$ cat src/rtl/bram_reader.sv
// bram_reader: BRAM fetch engine that loads the convolution kernel register and streams image pixels.
// Optional macro READ_DONE_EN adds a one-cycle read_done pulse when a read completes.
module bram_reader #(
   parameter int                    DATA_WIDTH  = 32,
   parameter int                    ADDR_WIDTH  = 32,
   parameter logic [ADDR_WIDTH-1:0] KERNEL_ADDR = 32'h0000_0000,
   parameter logic [ADDR_WIDTH-1:0] IMAGE_ADDR  = 32'h0000_0024,
   parameter int                    PIXEL_SIZE  = 8,
   parameter int                    KERNEL_SIZE = 9,
   parameter int                    NUM_IMAGES  = 3,
   parameter int                    IMAGE_WORDS = 4
) (
   input  logic                                   clk,
   input  logic                                   reset,
   output logic [ADDR_WIDTH-1:0]                  bram_addr,
   input  logic [DATA_WIDTH-1:0]                  bram_data,
   input  logic                                   read_kernel,
   output logic [KERNEL_SIZE-1:0][DATA_WIDTH-1:0] kernel,
   input  logic                                   read_image,
   output logic [PIXEL_SIZE-1:0]                  pixel,
   output logic                                   pixel_valid,
   input  logic                                   interrupt
`ifdef READ_DONE_EN
   ,
   output logic                                   read_done
`endif
);

   localparam int PPW         = DATA_WIDTH / PIXEL_SIZE;
   localparam int TOTAL_WORDS = NUM_IMAGES * IMAGE_WORDS;
   localparam int KCNT_W      = $clog2(KERNEL_SIZE + 1);
   localparam int WCNT_W      = (TOTAL_WORDS > 1) ? $clog2(TOTAL_WORDS) : 1;
   localparam int BCNT_W      = (PPW > 1) ? $clog2(PPW) : 1;
   localparam logic [ADDR_WIDTH-1:0] WORD_STEP = ADDR_WIDTH'(DATA_WIDTH / 8);

   typedef enum logic [2:0] {
      S_IDLE,
      S_KERNEL,
      S_IMG_ADDR,
      S_IMG_WAIT,
      S_IMG_EMIT
   } state_t;

   state_t                  state_reg, state_next;
   logic                    read_kernel_prev_reg, read_image_prev_reg;
   logic                    kernel_rise, image_rise;
   logic [KCNT_W-1:0]       kcnt_reg;
   logic [WCNT_W-1:0]       word_cnt_reg;
   logic [BCNT_W-1:0]       byte_cnt_reg;
   logic [DATA_WIDTH-1:0]   pixel_buf_reg;
   logic [PIXEL_SIZE-1:0]   buf_pixels [PPW];
   logic [KERNEL_SIZE-1:0]  kernel_we;

   genvar gi;

   generate
      for (gi = 0; gi < PPW; gi++) begin : g_buf_pixels
         assign buf_pixels[gi] = pixel_buf_reg[gi*PIXEL_SIZE +: PIXEL_SIZE];
      end
      // kcnt runs one ahead of the captured word because BRAM data lags the address by a cycle.
      for (gi = 0; gi < KERNEL_SIZE; gi++) begin : g_kernel_we
         assign kernel_we[gi] = (state_reg == S_KERNEL) && !interrupt &&
                                (kcnt_reg == KCNT_W'(gi + 1));
      end
   endgenerate

   always_ff @(posedge clk) begin
      if (reset) begin
         state_reg <= S_IDLE;
      end else begin
         state_reg <= state_next;
      end
   end

   always_comb begin
      state_next  = state_reg;
      kernel_rise = read_kernel & ~read_kernel_prev_reg;
      image_rise  = read_image & ~read_image_prev_reg;
      case (state_reg)
         S_IDLE: begin
            if (!interrupt) begin
               if (kernel_rise) begin
                  state_next = S_KERNEL;
               end else if (image_rise) begin
                  state_next = S_IMG_ADDR;
               end
            end
         end
         S_KERNEL: begin
            if (kcnt_reg == KCNT_W'(KERNEL_SIZE)) begin
               state_next = S_IDLE;
            end
         end
         S_IMG_ADDR: state_next = S_IMG_WAIT;
         S_IMG_WAIT: state_next = S_IMG_EMIT;
         S_IMG_EMIT: begin
            if (byte_cnt_reg == BCNT_W'(PPW - 1)) begin
               state_next = (word_cnt_reg == WCNT_W'(TOTAL_WORDS - 1)) ? S_IDLE : S_IMG_ADDR;
            end
         end
         default: state_next = S_IDLE;
      endcase
      if (interrupt && state_reg != S_IDLE) begin
         state_next = S_IDLE;
      end
   end

   always_ff @(posedge clk) begin
      if (reset) begin
         read_kernel_prev_reg <= 1'b0;
         read_image_prev_reg  <= 1'b0;
         bram_addr            <= '0;
         pixel                <= '0;
         pixel_valid          <= 1'b0;
         pixel_buf_reg        <= '0;
         kcnt_reg             <= '0;
         word_cnt_reg         <= '0;
         byte_cnt_reg         <= '0;
      end else begin
         read_kernel_prev_reg <= read_kernel;
         read_image_prev_reg  <= read_image;
         pixel_valid          <= (state_next == S_IMG_EMIT);
         case (state_reg)
            S_IDLE: begin
               if (state_next == S_KERNEL) begin
                  bram_addr <= KERNEL_ADDR;
                  kcnt_reg  <= '0;
               end else if (state_next == S_IMG_ADDR) begin
                  bram_addr    <= IMAGE_ADDR;
                  word_cnt_reg <= '0;
               end
            end
            S_KERNEL: begin
               if (state_next == S_KERNEL) begin
                  kcnt_reg <= kcnt_reg + KCNT_W'(1);
                  if (kcnt_reg < KCNT_W'(KERNEL_SIZE - 1)) begin
                     bram_addr <= bram_addr + WORD_STEP;
                  end
               end
            end
            S_IMG_WAIT: begin
               // Byte 0 goes straight out while the whole word is buffered for the rest.
               if (state_next == S_IMG_EMIT) begin
                  pixel_buf_reg <= bram_data;
                  pixel         <= bram_data[PIXEL_SIZE-1:0];
                  byte_cnt_reg  <= '0;
               end
            end
            S_IMG_EMIT: begin
               if (state_next == S_IMG_EMIT) begin
                  pixel        <= buf_pixels[byte_cnt_reg + BCNT_W'(1)];
                  byte_cnt_reg <= byte_cnt_reg + BCNT_W'(1);
               end else if (state_next == S_IMG_ADDR) begin
                  bram_addr    <= bram_addr + WORD_STEP;
                  word_cnt_reg <= word_cnt_reg + WCNT_W'(1);
               end
            end
            default: ;
         endcase
      end
   end

   always_ff @(posedge clk) begin
      if (reset) begin
         kernel <= '0;
      end else begin
         for (int i = 0; i < KERNEL_SIZE; i++) begin
            if (kernel_we[i]) begin
               kernel[i] <= bram_data;
            end
         end
      end
   end

`ifdef READ_DONE_EN
   logic done_next;

   // Only a natural finish pulses; an interrupt in the final cycle counts as an abort.
   assign done_next = (state_next == S_IDLE) && !interrupt &&
                      ((state_reg == S_KERNEL) || (state_reg == S_IMG_EMIT));

   always_ff @(posedge clk) begin
      if (reset) begin
         read_done <= 1'b0;
      end else begin
         read_done <= done_next;
      end
   end
`endif

endmodule

$ cat config.mk
export PLATFORM = sky130hd
export DESIGN_NAME = bram_reader
export DESIGN_NICKNAME = d
export VERILOG_FILES = /design/src/rtl/bram_reader.sv
export SDC_FILE = /design/constraint.sdc
export NUM_CORES = 1
export LEC_CHECK = 0
export CAP_MARGIN = 20
export CORE_MARGIN = 2
export CORE_UTILIZATION = 36
export CTS_BUF_LIST = sky130_fd_sc_hd__clkbuf_4
export DETAILED_ROUTE_END_ITERATION = 7
export SLEW_MARGIN = 30
export SYNTH_ARGS = -nofsm -noshare
export SYNTH_HDL_FRONTEND = slang
export SYNTH_SLANG_ARGS = --single-unit
$ cat constraint.sdc
create_clock -name clk -period 2.49 [get_ports clk]
set_input_delay 0.3735 -clock clk [delete_from_list [all_inputs] [get_ports clk]]
set_output_delay 0.3735 -clock clk [all_outputs]
set_load 0.005 [all_outputs]
==> summary by stage <==
Floorplan
The row count is 73. From bottom edge to top edge, the die measures 204.5 um. The starting density of the core is 36.42%.

The boundary pin count is 366. Measured along the x axis, the die boundary spans 204.5 um. The total area inside the core boundary comes to 0.03973 mm2. The full die area is 0.04181 mm2.

Clock network
Post-CTS timing repair inserted 0 buffers for setup. The buffer cell driving the clock tree root is sky130_fd_sc_hd__clkbuf_4. The clock-pin transition on the worst setup and hold timing paths is 60 ps. The number of buffers inserted during clock tree synthesis is 103. TritonCTS built the clock tree. The number of clock sinks seen by CTS is 374. The clock passes through at most 3 buffers. The later-pin clock latency in the skew report is 830 ps.

The H-tree was split into 3 levels.

STA
The headroom to the max-slew limit is 38.32%. The routed design could run at a clock period as short as 2335 ps. The final number of max-transition violations is 0. The number of failing hold endpoints at the final stage is 0. For the pin with the worst max-slew slack, the measured transition is 925.2 ps.

Setup repair after global routing left no endpoint under its margin. For the final database, setup skew stands at 72.27 ps. The post-route worst setup slack is 154.9 ps.

The number of setup violations in the final report is 0. Hold timing on the final database bottoms out at a slack of 181.2 ps. The final worst-path cycle share is 93.78%. Derived from the worst setup path, the maximum achievable clock frequency is 428.3 MHz.

Synthesis
Yosys mapped a number of flops with a built-in enable equal to 0. The proportion of netlist area held by the largest area contributor is 51.74%. The netlist uses 65 different library cells.

The synthesized netlist occupies a cell area of 0.01447 mm2. The biggest area consumer among synthesized cells is sky130_fd_sc_hd__dfxtp_1. By area the synthesized netlist is led by sky130_fd_sc_hd__dfxtp_1, sky130_fd_sc_hd__nand2_1, sky130_fd_sc_hd__a21oi_1. The Yosys step of the flow raised 0 warnings. The prevailing post-synth register cell is sky130_fd_sc_hd__dfxtp_1.

sky130_fd_sc_hd__nand2_1 is the most common cell in the netlist. The number of instances in the synthesized netlist is 1833. After synthesis, the share of flip-flops with an asynchronous set or reset is 0%.

Summing the sequential cell areas from Yosys gives 51.74% of the chip area. The post-synthesis register bit count is 374. The synthesized area per cell is 7.894 um2. By count the netlist is led by sky130_fd_sc_hd__nand2_1, sky130_fd_sc_hd__dfxtp_1, sky130_fd_sc_hd__a21oi_1.

Final layout
The layout overhead on the synthesized area is 39.30%. The register area is 0.007487 mm2. The register with the most flip-flops in the layout has 288 of them.

The net count of the finished layout is 2250. With fillers left out, the area of the finished cells amounts to 0.02016 mm2. The post-route netlist has 12.11% of its cells at a drive strength greater than 1. The total of fill cells in the finished design is 3834. Summing all multi-input logic gate instances after layout gives 0.006226 mm2.

Global route
The wire length of the first global-routing pass is 80.65 mm. Entering global routing, the biggest net connects 193 pins. The final global-route overflow total is 0. The number of antenna violations at the first check in global routing is 2. The via count of the first global-routing pass is 13.70k. The overall track demand over capacity in global routing is 25.24%.

Hold path
The path type of the worst min-delay path is in2reg.

Detailed routing
The detailed router finished its first iteration with 857 violations. The remaining routing DRC violations is 0. The number of iterations in the first detailed-routing pass is 6.

Across all layers, the routed design uses 14.25k vias. The via density per instance is 5.076. The detailed-route wire length per cell is 19.18 um.

The routed wire length is 53.86 mm. In this run the remaining antenna-violating nets after routing total 0.

Placement
The count of buffers from port buffering is 363. Prior to clock tree synthesis, the placed netlist has a worst setup slack of -79.48 ps. The weighted congestion at the end of routability-driven global placement is 0.8233. Once placement finished, the instance area stood at 0.01885 mm2.

Detailed placement finished with a half-perimeter wire length of 35.58 mm.

Power and ir drop
In this run the power density over the cells is 596.7 mW/mm2. The worst-case vdd ir drop is 358.8 uV. Summed over all cells, the static leakage comes to 6.750 nW.

Flow run
Max-cap violations in this run came to 0.

Setup path
The arrival time at the worst endpoint is 3000 ps. The worst setup path is of the reg2reg kind. The category of the worst setup path capture point is a flip-flop.

The nature of the critical path startpoint is a flip-flop. The worst-path maximum fanout is 9. The data required time of the worst path is 3160 ps.

Outcome
The flow ran to the end, and the final reports show no timing, DRC or antenna violations.
[worst paths after layout]
check                                    to  cells past startpoint                      from  slack (ps)
max              bram_addr[14]$_SDFFE_PP0P_                      9  kcnt_reg[1]$_SDFFE_PP0P_         150
min          read_image_prev_reg$_SDFF_PP0_                      2                read_image         180
max reg2reg      bram_addr[14]$_SDFFE_PP0P_                      9  kcnt_reg[1]$_SDFFE_PP0P_         150
min reg2reg        kernel[256]$_SDFFE_PP0P_                      2  kernel[256]$_SDFFE_PP0P_         450
[final cells by class]
class / instances / share of cell area, %
flip-flops and latches: 374 / 37.14
multi-input cells: 1273 / 30.89
repair buffers: 439 / 22.01
clock buffers: 157 / 5.847
well taps: 525 / 3.259
clock inverters: 21 / 0.5214
inverters: 15 / 0.2793
diodes: 4 / 0.04966
[layer usage]
layer | track usage, % | up-vias | share of wire (%)
met5 | 0 | - | 0
met4 | 11.10 | 0 | 3.7
met3 | 8.036 | 110 | 7.9
met2 | 40.44 | 479 | 47
met1 | 31.05 | 6776 | 41
li1 | - | 6888 | -
[worst max-delay path, stage by stage (launching register included)]
cell	delay (ps)
sky130_fd_sc_hd__dfxtp_1	330
sky130_fd_sc_hd__inv_1	120
sky130_fd_sc_hd__ha_2	300
sky130_fd_sc_hd__nand4b_1	160
sky130_fd_sc_hd__and2_1	280
sky130_fd_sc_hd__a211oi_2	230
sky130_fd_sc_hd__buf_4	230
sky130_fd_sc_hd__nor2_1	80
sky130_fd_sc_hd__buf_4	170
sky130_fd_sc_hd__a311oi_1	340
[cell usage in the layout (no fill, tap or decap), types with 4 or more instances in the layout]
cell type and instances:
sky130_fd_sc_hd__nand2_1 682, sky130_fd_sc_hd__dfxtp_1 374, sky130_fd_sc_hd__clkdlybuf4s50_1 362, sky130_fd_sc_hd__a21oi_1 334, sky130_fd_sc_hd__clkbuf_4 157, sky130_fd_sc_hd__buf_4 57
sky130_fd_sc_hd__nor2_1 36, sky130_fd_sc_hd__nand3_1 18, sky130_fd_sc_hd__buf_12 18, sky130_fd_sc_hd__nor3_1 17, sky130_fd_sc_hd__inv_1 15, sky130_fd_sc_hd__clkinv_1 14
sky130_fd_sc_hd__and3_1 13, sky130_fd_sc_hd__nand4_1 13, sky130_fd_sc_hd__a311oi_1 11, sky130_fd_sc_hd__a31oi_1 11, sky130_fd_sc_hd__and2_1 10, sky130_fd_sc_hd__mux4_2 8
sky130_fd_sc_hd__nand2b_1 6, sky130_fd_sc_hd__nor2b_1 6, sky130_fd_sc_hd__o21ai_0 6, sky130_fd_sc_hd__o311ai_2 6, sky130_fd_sc_hd__o41ai_2 6, sky130_fd_sc_hd__o311ai_1 6
sky130_fd_sc_hd__o41ai_1 6, sky130_fd_sc_hd__ha_1 6, sky130_fd_sc_hd__diode_2 4, sky130_fd_sc_hd__nand4b_1 4, sky130_fd_sc_hd__and4_1 4, sky130_fd_sc_hd__clkinv_4 4
[power by group]
part	internal [W]	leakage (nW)	switching (W)	total, W
combinational	0.000179	2.97	0.000392	0.000571
clock	0.00285	0.769	0.00260	0.00545
sequential	0.00599	3.01	0.0000135	0.00601
total	0.00903	6.75	0.00300	0.0120
[per-stage QoR]
| stage | TNS [ps] | util, % | power, W | std cells |
|---|---|---|---|---|
| after floorplan | 0 | - | 0.006433 | 1834 |
| after global placement | -42.19 | 47.44 | 0.006703 | 2625 |
| after detailed placement | -422.1 | 47.44 | 0.006706 | 2625 |
| after CTS | 0 | 50.69 | 0.01218 | 2804 |
| after global routing | 0 | 50.73 | 0.01256 | 2808 |
| final | 0 | 50.73 | 0.01203 | 2808 |
[timing repair]
item,4_1_cts,5_1_grt
endpoints found under the setup margin,0,4
gates resized for setup,0,2
hold endpoints to repair,19,0
hold buffers,1,0
[kinds of logic (layout without fill, tap and decap cells)]
kind of cell               after synthesis  count (layout)  synth area share, %
xor gates and xnor gates                 3               3               0.1816
muxes                                   11              11                1.453
adders and majority gates                7               7               0.6052
buffers and inverters                  187             632                5.344
other                                    1               6              0.02592
DFF                                    374             374                51.74
AOI/OAI and AO/OA                      418             418                16.87
and+or+nand+nor                        832             832                23.78
Power figures use the tool's default switching activity.
